--- config.mk ---
export PLATFORM = sky130hd
export DESIGN_NAME = memory_arbiter
export DESIGN_NICKNAME = d
export VERILOG_FILES = /design/src/rtl/memory_arbiter.sv
export SDC_FILE = /design/constraint.sdc
export NUM_CORES = 1
export LEC_CHECK = 0
export ABC_AREA = 1
export CORE_MARGIN = 3
export CORE_UTILIZATION = 47
export CTS_CLUSTER_SIZE = 16
export DETAILED_ROUTE_END_ITERATION = 7
export GPL_TIMING_DRIVEN = 0
export PLACE_DENSITY = 0.9
export SYNTH_ARGS = -nofsm -noshare
export SYNTH_HDL_FRONTEND = slang
export SYNTH_SLANG_ARGS = --single-unit
--- constraint.sdc ---
create_clock -name clk -period 5.05 [get_ports clk]
set_input_delay 0.7575 -clock clk [delete_from_list [all_inputs] [get_ports clk]]
set_output_delay 0.7575 -clock clk [all_outputs]
set_load 0.01 [all_outputs]
--- src/rtl/memory_arbiter.sv ---
// ----------------------------------------------------------------------------
// memory_arbiter
//
// Shares the processor's single memory bus between the instruction-fetch path
// and the load/store path. Requests are served one at a time. Data requests
// win over fetches. Byte stores get their lane enables and replicated write
// data here. Byte loads come back sign-extended. A misaligned word access is
// rejected without touching the bus.
//
// Ports
//   clk, nrst                  clock, asynchronous active-low reset
//   i_read, i_addr             fetch request (held until i_done)
//   i_rdata, i_done            fetched word, one-cycle completion pulse
//   d_read, d_write, d_byte    load / store / byte-access controls
//   d_addr, d_wdata            data address and store data
//   d_rdata, d_done, d_err     load result, completion pulse, misalign pulse
//   stall                      pipeline freeze request
//   bus_read, bus_write        registered bus command
//   bus_addr, bus_wdata        word-aligned bus address, bus write data
//   bus_sel                    byte-lane enables
//   bus_rdata, bus_ack         bus read data and one-cycle completion
// ----------------------------------------------------------------------------
module memory_arbiter #(
    parameter int ADDR_W = 32
) (
    input  logic              clk,
    input  logic              nrst,
    input  logic              i_read,
    input  logic [ADDR_W-1:0] i_addr,
    output logic [31:0]       i_rdata,
    output logic              i_done,
    input  logic              d_read,
    input  logic              d_write,
    input  logic              d_byte,
    input  logic [ADDR_W-1:0] d_addr,
    input  logic [31:0]       d_wdata,
    output logic [31:0]       d_rdata,
    output logic              d_done,
    output logic              d_err,
    output logic              stall,
    output logic              bus_read,
    output logic              bus_write,
    output logic [ADDR_W-1:0] bus_addr,
    output logic [31:0]       bus_wdata,
    output logic [3:0]        bus_sel,
    input  logic [31:0]       bus_rdata,
    input  logic              bus_ack
);

    typedef enum logic [1:0] {
        IDLE,
        WAIT_I,
        WAIT_D,
        DONE
    } state_t;

    state_t state;
    state_t state_next;

    // Attributes of the data request being served, needed once the bus acks
    logic        req_write;
    logic        req_write_next;
    logic        req_byte;
    logic        req_byte_next;
    logic [1:0]  req_lane;
    logic [1:0]  req_lane_next;

    logic [31:0]       i_rdata_next;
    logic              i_done_next;
    logic [31:0]       d_rdata_next;
    logic              d_done_next;
    logic              d_err_next;
    logic              bus_read_next;
    logic              bus_write_next;
    logic [ADDR_W-1:0] bus_addr_next;
    logic [31:0]       bus_wdata_next;
    logic [3:0]        bus_sel_next;

    logic d_req;
    logic d_misaligned;

    // Clearing the low bits by masking (not slicing) keeps every address bit in use
    function automatic logic [ADDR_W-1:0] word_align(input logic [ADDR_W-1:0] addr);
        return addr & ~(ADDR_W'(3));
    endfunction

    function automatic logic [31:0] sext_byte(input logic [31:0] word,
                                              input logic [1:0]  lane);
        logic [7:0] b;
        case (lane)
            2'd0:    b = word[7:0];
            2'd1:    b = word[15:8];
            2'd2:    b = word[23:16];
            default: b = word[31:24];
        endcase
        return {{24{b[7]}}, b};
    endfunction

    assign d_req        = d_read | d_write;
    assign d_misaligned = ~d_byte & (d_addr[1:0] != 2'b00);

    // Combinational, so the pipeline freezes in the same cycle a request
    // appears. It drops only in the DONE cycle so the requester can advance.
    assign stall = ((i_read | d_read | d_write) & (state != DONE))
                 | (state == WAIT_I) | (state == WAIT_D);

    always_ff @(posedge clk or negedge nrst) begin
        if (!nrst) begin
            state     <= IDLE;
            req_write <= 1'b0;
            req_byte  <= 1'b0;
            req_lane  <= 2'b00;
            i_rdata   <= '0;
            i_done    <= 1'b0;
            d_rdata   <= '0;
            d_done    <= 1'b0;
            d_err     <= 1'b0;
            bus_read  <= 1'b0;
            bus_write <= 1'b0;
            bus_addr  <= '0;
            bus_wdata <= '0;
            bus_sel   <= '0;
        end else begin
            state     <= state_next;
            req_write <= req_write_next;
            req_byte  <= req_byte_next;
            req_lane  <= req_lane_next;
            i_rdata   <= i_rdata_next;
            i_done    <= i_done_next;
            d_rdata   <= d_rdata_next;
            d_done    <= d_done_next;
            d_err     <= d_err_next;
            bus_read  <= bus_read_next;
            bus_write <= bus_write_next;
            bus_addr  <= bus_addr_next;
            bus_wdata <= bus_wdata_next;
            bus_sel   <= bus_sel_next;
        end
    end

    // All outputs are registered. This block computes their next values, so
    // the bus command and the completion pulses start on a clean clock edge.
    always_comb begin
        state_next     = state;
        req_write_next = req_write;
        req_byte_next  = req_byte;
        req_lane_next  = req_lane;
        i_rdata_next   = i_rdata;
        i_done_next    = 1'b0;
        d_rdata_next   = d_rdata;
        d_done_next    = 1'b0;
        d_err_next     = 1'b0;
        bus_read_next  = bus_read;
        bus_write_next = bus_write;
        bus_addr_next  = bus_addr;
        bus_wdata_next = bus_wdata;
        bus_sel_next   = bus_sel;

        case (state)
            IDLE: begin
                if (d_req) begin
                    // A simultaneous read and write is served as a write
                    req_write_next = d_write;
                    req_byte_next  = d_byte;
                    req_lane_next  = d_addr[1:0];
                    if (d_misaligned) begin
                        d_err_next   = 1'b1;
                        d_rdata_next = '0;
                        state_next   = DONE;
                    end else begin
                        bus_read_next  = ~d_write;
                        bus_write_next = d_write;
                        bus_addr_next  = word_align(d_addr);
                        if (d_write && d_byte) begin
                            bus_sel_next   = 4'b0001 << d_addr[1:0];
                            bus_wdata_next = {4{d_wdata[7:0]}};
                        end else if (d_write) begin
                            bus_sel_next   = 4'hF;
                            bus_wdata_next = d_wdata;
                        end else begin
                            bus_sel_next   = 4'hF;
                            bus_wdata_next = '0;
                        end
                        state_next = WAIT_D;
                    end
                end else if (i_read) begin
                    bus_read_next  = 1'b1;
                    bus_write_next = 1'b0;
                    bus_addr_next  = word_align(i_addr);
                    bus_sel_next   = 4'hF;
                    bus_wdata_next = '0;
                    state_next     = WAIT_I;
                end
            end

            WAIT_I: begin
                if (bus_ack) begin
                    i_rdata_next   = bus_rdata;
                    i_done_next    = 1'b1;
                    bus_read_next  = 1'b0;
                    bus_write_next = 1'b0;
                    bus_addr_next  = '0;
                    bus_wdata_next = '0;
                    bus_sel_next   = '0;
                    state_next     = DONE;
                end
            end

            WAIT_D: begin
                if (bus_ack) begin
                    if (req_write) begin
                        d_rdata_next = '0;
                    end else if (req_byte) begin
                        d_rdata_next = sext_byte(bus_rdata, req_lane);
                    end else begin
                        d_rdata_next = bus_rdata;
                    end
                    d_done_next    = 1'b1;
                    bus_read_next  = 1'b0;
                    bus_write_next = 1'b0;
                    bus_addr_next  = '0;
                    bus_wdata_next = '0;
                    bus_sel_next   = '0;
                    state_next     = DONE;
                end
            end

            DONE: begin
                // Requests seen here are ignored and picked up next in IDLE
                state_next = IDLE;
            end

            default: begin
                state_next = IDLE;
            end
        endcase
    end

endmodule

==> flow_summary.json <==
{
  "outcome": "finished, final reports clean",
  "grt_pass1_wl_um": 38500,
  "p_leak_nw": 4.54,
  "yosysSeqAreaShare": 0.523,
  "synthMuxAreaShare": 0,
  "finalWirelength_um": 24500,
  "hold_path_class": "in -> async",
  "cts.sinks": 141,
  "r2r_cells": 8,
  "setup_viol": 0,
  "crit_type": "in -> out",
  "final.min_clock_period_ns": 3.58,
  "gp_congestion": 0.960,
  "start_kind": "input pin",
  "synth_top_family_by_area": "simple AND/OR/NAND/NOR gates",
  "end_kind": "output port",
  "hold_viol": 0,
  "fin_skew_ns": 0.00867,
  "path_buf_inv": 4,
  "cts_hold_buf": 0,
  "cp_cell_sequence": "clkdlybuf4s50_1 -> nor2_8 -> inv_2 -> clkbuf_1 -> o21ai_0 -> o211ai_1 -> clkdlybuf4s50_1",
  "maxCapViolations": 0,
  "wl_per_cell_um": 18.9,
  "antenna_found_initial": 1,
  "internal_power_mw": 3.86,
  "area_growth_pct": 52.4,
  "antenna_left": 0,
  "htreeDepth": 4,
  "core_area_um2": 14000,
  "pre_cts_ws_ns": 1.52,
  "post_cts_buffers": 0,
  "power_switching_mw": 2.79,
  "cpPeakStageDelay_ns": 0.59,
  "crit_family": "buffers and inverters",
  "worst_slack_ns": 1.47,
  "row_count": 43,
  "crit_slowest_cell": "clkdlybuf4s50_1",
  "cp.arrival_ns": 2.83,
  "synth_area_um2": 6750,
  "die_h_um": 126,
  "clockBufferDepth": 2,
  "synth_compound_area_frac": 0.169,
  "clock_latency_ns": 0.43,
  "swShare": 0.419,
  "numCtsBuffers": 17,
  "ff_latch_area_um2": 3530,
  "worstPathRequired_ns": 4.29,
  "overflow": 0,
  "synth_simple_gate_area_share": 0.230,
  "fillCellCount": 1019,
  "nets": 1244,
  "clockRootBuffer": "clkbuf_16",
  "viasPerCell": 5.60,
  "dp_hpwl_um": 17900,
  "worst_pin_slew_ns": 0.604,
  "power_frac_clock": 0.199,
  "dr.pass1.iters": 6,
  "multi_input_area_um2": 2750,
  "grt_max_degree": 102,
  "power.density_nw_per_um2": 646,
  "seqPwrFrac": 0.277,
  "synth_cell_type_count": 32,
  "cts_resized": 0,
  "dieArea_um2": 15800,
  "synth_adder_area_share": 0.00741,
  "drive_above_1_share": 0.0707,
  "r2r_slack_ns": 2.81,
  "period_share": 0.710,
  "drt-initial-drc-count": 670,
  "cpMostUsedCell": "clkdlybuf4s50_1",
  "vias": 7272,
  "reg2reg_from": "state[0]",
  "comb_power_share": 0.523,
  "timing.hold.ws_ns": 0.247,
  "ios": 273,
  "drc": 0,
  "grt_pass1_vias": 7227,
  "avgSynthCellArea_um2": 8.25,
  "relSlewSlack": 0.593,
  "reg2reg_to": "bus_sel[0]",
  "dieWidth_um": 126,
  "grt_setup_unrepaired": "false",
  "clkTransAtPathRegs_ns": 0.06,
  "synth_warnings": 0,
  "drv_slew": 0,
  "max_freq_mhz": 279,
  "ir_drop_v": 0.000339,
  "crit_fanout": 10,
  "start_util": 0.483,
  "grt.total_usage": 0.305,
  "synth-xor-area-share": 0,
  "ys_seq_elements": 141,
  "cts_tree": "done",
  "portBuffers": 266,
  "synthCells": 818
}
[cell type report]
class / instances / share of cell area
Timing Repair Buffer: 267 / 0.262
Tap cell: 180 / 0.0219
Clock inverter: 11 / 0.0163
Sequential cell: 141 / 0.343
Antenna cell: 1 / 0.000243
Clock buffer: 20 / 0.0434
Buffer: 61 / 0.0305
Inverter: 43 / 0.0157
Multi-Input combinational cell: 574 / 0.267
[through the flow]
stage	std cells	util	area [µm²]	total power, mW	TNS, ns
after detailed placement	1266	0.691	9670	5.27	0
after global routing	1298	0.735	10300	7.05	0
after floorplan	819	-	6750	3.70	0
after CTS	1297	0.735	10300	6.63	0
final	1298	0.735	10300	6.65	0
after global placement	1265	0.689	9640	5.18	-341.38
[cells in the mapped netlist]
library cell | number | area share
nand2_1 | 272 | 0.15
dfrtp_1 | 141 | 0.52
o21ai_0 | 93 | 0.069
inv_1 | 41 | 0.023
nor2_1 | 40 | 0.022
o21ai_1 | 37 | 0.027
clkbuf_1 | 33 | 0.018
a31oi_1 | 30 | 0.028
nand4_1 | 25 | 0.023
o2111ai_1 | 24 | 0.031
nand3_1 | 18 | 0.013
buf_2 | 13 | 0.0096
or2_2 | 9 | 0.0083
buf_6 | 7 | 0.012
a21oi_1 | 4 | 0.0030
buf_4 | 4 | 0.0044
ha_1 | 4 | 0.0074
nor2_2 | 4 | 0.0037
o21ai_2 | 4 | 0.0052
buf_1 | 3 | 0.0017
a21oi_2 | 1 | 0.0013
a21oi_4 | 1 | 0.0024
clkbuf_2 | 1 | 0.00074
clkinv_1 | 1 | 0.00056
conb_1 | 1 | 0.00056
inv_2 | 1 | 0.00056
nand2_2 | 1 | 0.00093
nand3_4 | 1 | 0.0026
nand3b_1 | 1 | 0.0011
nor2_8 | 1 | 0.0030
o211ai_1 | 1 | 0.0011
o22ai_1 | 1 | 0.00093
[metal layers]
| metal | global-route usage | vias to the layer above | wire length, µm |
|---|---|---|---|
| met5 | 0 | - | 0 |
| met4 | 0.109 | 0 | 645 |
| met3 | 0.0954 | 53 | 2730 |
| met2 | 0.517 | 488 | 12100 |
| met1 | 0.369 | 3428 | 9040 |
| li1 | - | 3303 | - |
[kinds of logic after synthesis]
kind of cell               count (synthesis)
DFF                                      141
other                                      1
buffers and inverters                    104
and+or+nand+nor                          372
adders and majority gates                  4
AOI/OAI and AO/OA                        196
[sequential cells by signal (all words and copies together) (netlist names)]
register   flops
bus_wdata     32
d_rdata       32
i_rdata       32
bus_addr      30
bus_sel        4
req_lane       2
state          2
bus_read       1
bus_write      1
d_done         1
d_err          1
i_done         1
req_byte       1
req_write      1
[how the worst max path moves through the flow]
stage            start       endpoint  slack, ns  depth (start not counted)
6_report        d_read          stall       1.47                          7
4_1_cts         d_read          stall       1.49                          7
2_1_floorplan  d_write          stall       2.71                          6
3_5_place_dp    d_read          stall       1.52                          7
5_1_grt         d_read          stall       1.34                          7
3_3_place_gp      nrst  bus_wdata[16]      -2.43                          1
[layout by cell type (no fill, tap or decap), types with 2 or more instances in the layout]
cell,n
or2_2,9
inv_1,41
buf_4,4
conb_1,2
clkbuf_1,35
bufinv_16,4
nor2_2,4
o2111ai_1,24
dfrtp_1,141
o21ai_2,4
clkinv_4,2
clkinvlp_4,2
nand3_1,18
clkbuf_16,17
buf_2,13
nor2_1,40
o21ai_1,37
clkdlybuf4s50_1,265
ha_1,4
buf_1,3
buf_6,8
nand2_1,272
clkinv_2,3
a31oi_1,30
nand4_1,25
o21ai_0,93
a21oi_1,4
[power by group through the flow]
stage / Sequential, mW / Clock [mW] / Combinational [mW]
detailed placement: 1.84 / 0 / 3.44
finish: 1.84 / 1.32 / 3.48
global placement: 1.83 / 0 / 3.35
global route: 1.89 / 1.37 / 3.79
CTS: 1.83 / 1.32 / 3.47
floorplan: 1.99 / 0 / 1.71
Power figures use the tool's default switching activity.
